### src/rtl/bloom_table_writer.sv
// -----------------------------------------------------------------------------
// bloom_table_writer
//
// Builds and owns the censor Bloom table.
// - Each accepted hash pair sets two table bits.
// - A chunked clear sweep zeroes the table over TABLE_BITS/CLR_CHUNK cycles,
//   so the table can be reloaded at run time.
// - Fill and insert statistics are kept for software readback.
//
// Ports:
//   clk           rising-edge clock
//   rst           synchronous, active-high reset
//   ins_valid     insert request (held by requester until accepted)
//   ins_ready     insert accepted on an edge where ins_valid & ins_ready
//   hash1, hash2  bit indices to set
//   clr_req       start a clear sweep (pulse or level; ignored while sweeping)
//   clr_busy      clear sweep in progress
//   table_valid   table stable and usable by the lookup stage
//   bloom_table   registered table contents
//   fill_count    number of bits currently set
//   insert_count  accepted inserts, saturating at 16'hFFFF
//
// Optional feature macro BLOOM_DUP_DETECT_EN adds:
//   dup_hit       one-cycle pulse after an insert whose two bits were already set
//   dup_count     number of such inserts, saturating, cleared with the table
// -----------------------------------------------------------------------------
module bloom_table_writer #(
    parameter int TABLE_BITS = 1024,
    parameter int HASH_W     = 10,
    parameter int CLR_CHUNK  = 64
) (
    input  logic                  clk,
    input  logic                  rst,
    input  logic                  ins_valid,
    output logic                  ins_ready,
    input  logic [HASH_W-1:0]     hash1,
    input  logic [HASH_W-1:0]     hash2,
    input  logic                  clr_req,
    output logic                  clr_busy,
    output logic                  table_valid,
    output logic [TABLE_BITS-1:0] bloom_table,
    output logic [HASH_W:0]       fill_count,
    output logic [15:0]           insert_count
`ifdef BLOOM_DUP_DETECT_EN
    ,
    output logic                  dup_hit,
    output logic [15:0]           dup_count
`endif
);

    localparam int N_CHUNKS = TABLE_BITS / CLR_CHUNK;
    localparam int PTR_W    = (N_CHUNKS > 1) ? $clog2(N_CHUNKS) : 1;

    typedef enum logic [0:0] {IDLE, CLEAR} state_t;

    state_t                  state_reg, state_next;
    logic [PTR_W-1:0]        ptr_reg, ptr_next;
    logic [TABLE_BITS-1:0]   table_reg, table_next;
    logic [TABLE_BITS-1:0]   set_mask, clr_mask;
    logic [HASH_W:0]         fill_reg, fill_next;
    logic [15:0]             ins_cnt_reg, ins_cnt_next;
    logic                    start_clr;
    logic                    accept;
    logic                    new1, new2;
    logic [1:0]              added;
    logic [HASH_W:0]         fill_sum;

    // ---------------------------------------------------------------
    // FSM next-state and outputs
    // ---------------------------------------------------------------
    always_comb begin
        state_next  = state_reg;
        ptr_next    = ptr_reg;
        ins_ready   = 1'b0;
        clr_busy    = 1'b0;
        table_valid = 1'b0;
        start_clr   = 1'b0;
        case (state_reg)
            IDLE: begin
                table_valid = 1'b1;
                // Clear wins over a simultaneous insert; the requester retries.
                ins_ready   = !clr_req;
                if (clr_req) begin
                    state_next = CLEAR;
                    ptr_next   = '0;
                    start_clr  = 1'b1;
                end
            end
            CLEAR: begin
                clr_busy = 1'b1;
                ptr_next = ptr_reg + 1'b1;
                if (ptr_reg == PTR_W'(N_CHUNKS - 1)) begin
                    state_next = IDLE;
                end
            end
            default: begin
                state_next = IDLE;
            end
        endcase
    end

    assign accept = ins_valid && ins_ready;

    // Only bits that flip 0->1 add to the fill count; an identical pair counts once.
    assign new1  = !table_reg[hash1];
    assign new2  = !table_reg[hash2] && (hash1 != hash2);
    assign added = 2'(new1) + 2'(new2);

    always_comb begin
        set_mask = '0;
        if (accept) begin
            set_mask = (TABLE_BITS'(1) << hash1) | (TABLE_BITS'(1) << hash2);
        end
    end

    // One clear-enable per chunk, selected by the sweep pointer.
    generate
        for (genvar gi = 0; gi < N_CHUNKS; gi++) begin : g_clr_chunk
            assign clr_mask[gi*CLR_CHUNK +: CLR_CHUNK] =
                {CLR_CHUNK{(state_reg == CLEAR) && (ptr_reg == PTR_W'(gi))}};
        end
    endgenerate

    assign table_next = (table_reg & ~clr_mask) | set_mask;
    assign fill_sum   = fill_reg + (HASH_W+1)'(added);

    always_comb begin
        fill_next    = fill_reg;
        ins_cnt_next = ins_cnt_reg;
        if (start_clr) begin
            fill_next    = '0;
            ins_cnt_next = '0;
        end else if (accept) begin
            fill_next = (fill_sum > (HASH_W+1)'(TABLE_BITS)) ?
                        (HASH_W+1)'(TABLE_BITS) : fill_sum;
            if (ins_cnt_reg != 16'hFFFF) begin
                ins_cnt_next = ins_cnt_reg + 16'd1;
            end
        end
    end

    always_ff @(posedge clk) begin
        if (rst) begin
            state_reg   <= IDLE;
            ptr_reg     <= '0;
            table_reg   <= '0;
            fill_reg    <= '0;
            ins_cnt_reg <= '0;
        end else begin
            state_reg   <= state_next;
            ptr_reg     <= ptr_next;
            table_reg   <= table_next;
            fill_reg    <= fill_next;
            ins_cnt_reg <= ins_cnt_next;
        end
    end

    assign bloom_table  = table_reg;
    assign fill_count   = fill_reg;
    assign insert_count = ins_cnt_reg;

`ifdef BLOOM_DUP_DETECT_EN
    logic        dup_hit_reg;
    logic [15:0] dup_cnt_reg;
    logic        dup_event;

    // Both bits already present before this insert: word probably seen before.
    assign dup_event = accept && table_reg[hash1] && table_reg[hash2];

    always_ff @(posedge clk) begin
        if (rst) begin
            dup_hit_reg <= 1'b0;
            dup_cnt_reg <= '0;
        end else begin
            dup_hit_reg <= dup_event;
            if (start_clr) begin
                dup_cnt_reg <= '0;
            end else if (dup_event && (dup_cnt_reg != 16'hFFFF)) begin
                dup_cnt_reg <= dup_cnt_reg + 16'd1;
            end
        end
    end

    assign dup_hit   = dup_hit_reg;
    assign dup_count = dup_cnt_reg;
`endif

endmodule

### config.mk
export PLATFORM = sky130hd
export DESIGN_NAME = bloom_table_writer
export DESIGN_NICKNAME = d
export VERILOG_FILES = /design/src/rtl/bloom_table_writer.sv
export SDC_FILE = /design/constraint.sdc
export NUM_CORES = 2
export LEC_CHECK = 0
export CAP_MARGIN = 20
export CELL_PAD_IN_SITES_DETAIL_PLACEMENT = 0
export CELL_PAD_IN_SITES_GLOBAL_PLACEMENT = 1
export CORE_MARGIN = 8
export CORE_UTILIZATION = 35
export CTS_CLUSTER_DIAMETER = 80
export CTS_CLUSTER_SIZE = 16
export DETAILED_ROUTE_END_ITERATION = 6
export GPL_TIMING_DRIVEN = 1
export PLACE_DENSITY = 0.67
export SLEW_MARGIN = 20
export SYNTH_ARGS = -nofsm -noshare
export SYNTH_HDL_FRONTEND = slang
export SYNTH_SLANG_ARGS = --single-unit
export TNS_END_PERCENT = 30
### constraint.sdc
create_clock -name clk -period 6.5 [get_ports clk]
set_input_delay 1.3 -clock clk [delete_from_list [all_inputs] [get_ports clk]]
set_output_delay 1.3 -clock clk [all_outputs]
set_load 0.05 [all_outputs]
==> impl_metrics.json <==
{
  "synth_edf_count": 0,
  "leakagePower_uw": 0.0258,
  "synth_top_family_by_area": "compound AO/OA/AOI/OAI gates",
  "whs_ns": 0.509,
  "drive_gt1_frac": 0.185,
  "path_max_fanout": 22,
  "ir_drop_mv": 0.201,
  "area_growth_pct": 31.2,
  "core_area_um2": 165000,
  "fmax_ghz": 0.154,
  "synth-xor-area-share": 0.00377,
  "htree_levels": 3,
  "setup_tns_ns": 0,
  "synthMuxAreaShare": 0.215,
  "crit_required_ns": 7.15,
  "ant_nets": 0,
  "final_common_cell": "clkdlybuf4s50_1",
  "die_h_um": 424,
  "port_buffers": 1077,
  "nNetsFinal": 6436,
  "clkLatencyLatePin_ns": 0.75,
  "yosys.area_share.simple": 0.0453,
  "cts-root-buf": "clkbuf_16",
  "synth_compound_area_frac": 0.310,
  "cap_violations": 0,
  "ctsLongestPathBuffers": 3,
  "power_density_nw_per_um2": 183,
  "relSlewSlack": 0.155,
  "drtIter0Drc": 10919,
  "grt_pass1_vias": 60344,
  "cts_num_sinks": 1056,
  "final_cell_mix": "clkdlybuf4s50_1 (1,064), dfxtp_1 (1,055), o22ai_1 (1,041)",
  "finalHoldViolCount": 0,
  "slew_viol_final": 0,
  "holdBufCountCts": 0,
  "min_path_type": "reg2reg",
  "fp-row-count": 149,
  "drc": 0,
  "syn_avg_cell_area_um2": 10.5,
  "die_x_um": 424,
  "grt_pass1_wl_um": 533000,
  "synthFlopType": "dfxtp_1",
  "yosys_warnings": 0,
  "cts_tree": "done",
  "grt_use_total": 0.414,
  "die-area_um2": 179000,
  "placedCellCount": 8502,
  "dpl.hpwl_um": 279000,
  "fin_skew_ns": 0.0265,
  "async_reset_ff_frac": 0,
  "io-pin-count": 1078,
  "rsz0062_at_grt": "false",
  "synth.distinct_cells": 77,
  "period_share": 0.996,
  "start_util": 0.352,
  "setup_viol": 0,
  "overflow": 0,
  "via_per_inst": 7.53,
  "antenna_found_initial": 18,
  "numCtsBuffers": 89,
  "netlist_instances": 5532,
  "seq_area_frac_synth": 0.364,
  "status": "finished, final reports clean",
  "via_count": 65173,
  "synthAdderAreaFrac": 0.00164,
  "syn-cell-area_um2": 58100,
  "start_kind": "primary input",
  "fin_cells": 8650,
  "largest_reg_flops": 1024,
  "gp_congestion": 1.00,
  "drt_pass1_iterations": 6,
  "fin_crit_ns": 6.47,
  "routedWlPerCell_um": 45.7,
  "grt_start_max_net_pins": 168,
  "dp_slack_ns": -0.735,
  "cp-end-kind": "register",
  "path_class": "in2reg",
  "worstMarginPinSlew_ns": 1.27,
  "yosys_register_bits": 1056,
  "crit_arrival_ns": 7.12,
  "syn_nets": 5563,
  "drt-total-wl_um": 395000,
  "cts.reportedPaths.clkPinSlew_ns": 0.07,
  "worst_slack_ns": 0.0260
}
[Yosys cell counts, types with 20 or more instances]
master | count | area [um^2]
mux2i_1 | 181 | 1810
nor2b_1 | 35 | 219
nand4_1 | 26 | 163
buf_2 | 103 | 515
a22o_1 | 1037 | 9080
a22oi_1 | 83 | 623
a31oi_1 | 26 | 163
buf_4 | 24 | 180
o22ai_1 | 1041 | 6510
clkbuf_1 | 611 | 2290
dfxtp_1 | 1056 | 21100
nand3_1 | 87 | 435
mux2_2 | 31 | 349
o21ai_0 | 42 | 210
nor2_1 | 75 | 282
nand2_1 | 207 | 777
a21oi_1 | 82 | 410
nor3_1 | 24 | 120
a221oi_1 | 20 | 175
mux4_2 | 438 | 9860
o221ai_1 | 24 | 210
[where the power goes]
| part | leakage (uW) | internal [uW] | total [uW] | switching (uW) |
|---|---|---|---|---|
| combinational | 0.0159 | 489 | 1760 | 1270 |
| sequential | 0.00850 | 6470 | 6480 | 8.22 |
| clock | 0.00135 | 2800 | 5690 | 2890 |
| total | 0.0258 | 9760 | 13900 | 4170 |
[through the flow]
step           utilization  instance area (um^2)  total power, uW
2_1_floorplan            -                 58100             7450
3_3_place_gp         0.445                 73400             8300
3_5_place_dp         0.445                 73400             8300
4_1_cts              0.462                 76200            13800
5_1_grt              0.462                 76200            14100
6_report             0.462                 76300            13900
[per-layer routing]
layer	share of wire	global-route usage
met1	0.35	0.507
met2	0.41	0.602
met3	0.13	0.137
met4	0.10	0.317
met5	0.000086	0
[timing repair]
action	in CTS	in global routing
gates resized for setup	0	2
endpoints found under the setup margin	0	7
setup buffers	0	0
[critical path, cell delays in order]
cell       delay (ns)
buf_2            0.32
buf_12           0.27
nor2b_4          0.63
buf_4            0.31
a22oi_1          0.12
buf_4            0.20
a21oi_1          0.57
nor4_1           0.09
a21oi_1          0.18
nand3_1          0.25
a32oi_2          0.57
fa_1             0.32
inv_1            0.06
ha_1             0.20
and4_1           0.23
xnor2_1          0.13
a31oi_1          0.10
a2111oi_0        0.43
o21ai_0          0.17
buf_4            0.18
or3_1            0.31
a21oi_1          0.15
[kinds of logic after synthesis]
| family | Yosys count |
|---|---|
| compound gates | 2428 |
| fa+ha+maj | 7 |
| mux | 668 |
| flops | 1056 |
| xor+xnor | 25 |
| simple gates | 546 |
| buf+inv | 802 |
[final timing paths]
check / from / endpoint / slack (ns) / cells after the start
max: hash2[3] / fill_count[5] / 0.03 / 22
min: insert_count[8] / insert_count[8] / 0.51 / 2
max reg2reg: bloom_table[577] / fill_count[5] / 0.89 / 18
min reg2reg: insert_count[8] / insert_count[8] / 0.51 / 2
[final cells by class]
type / instances / area, um^2
sequential: 1056 / 21100
multi-input combinational: 3674 / 34100
inverter: 18 / 70.1
clock inverter: 37 / 448
fill: 15538 / 88700
clock buffer: 98 / 2320
antenna: 12 / 30.0
tap: 2189 / 2740
timing repair buffer: 1566 / 15400
No activity file was read; power rests on OpenSTA's default activity.
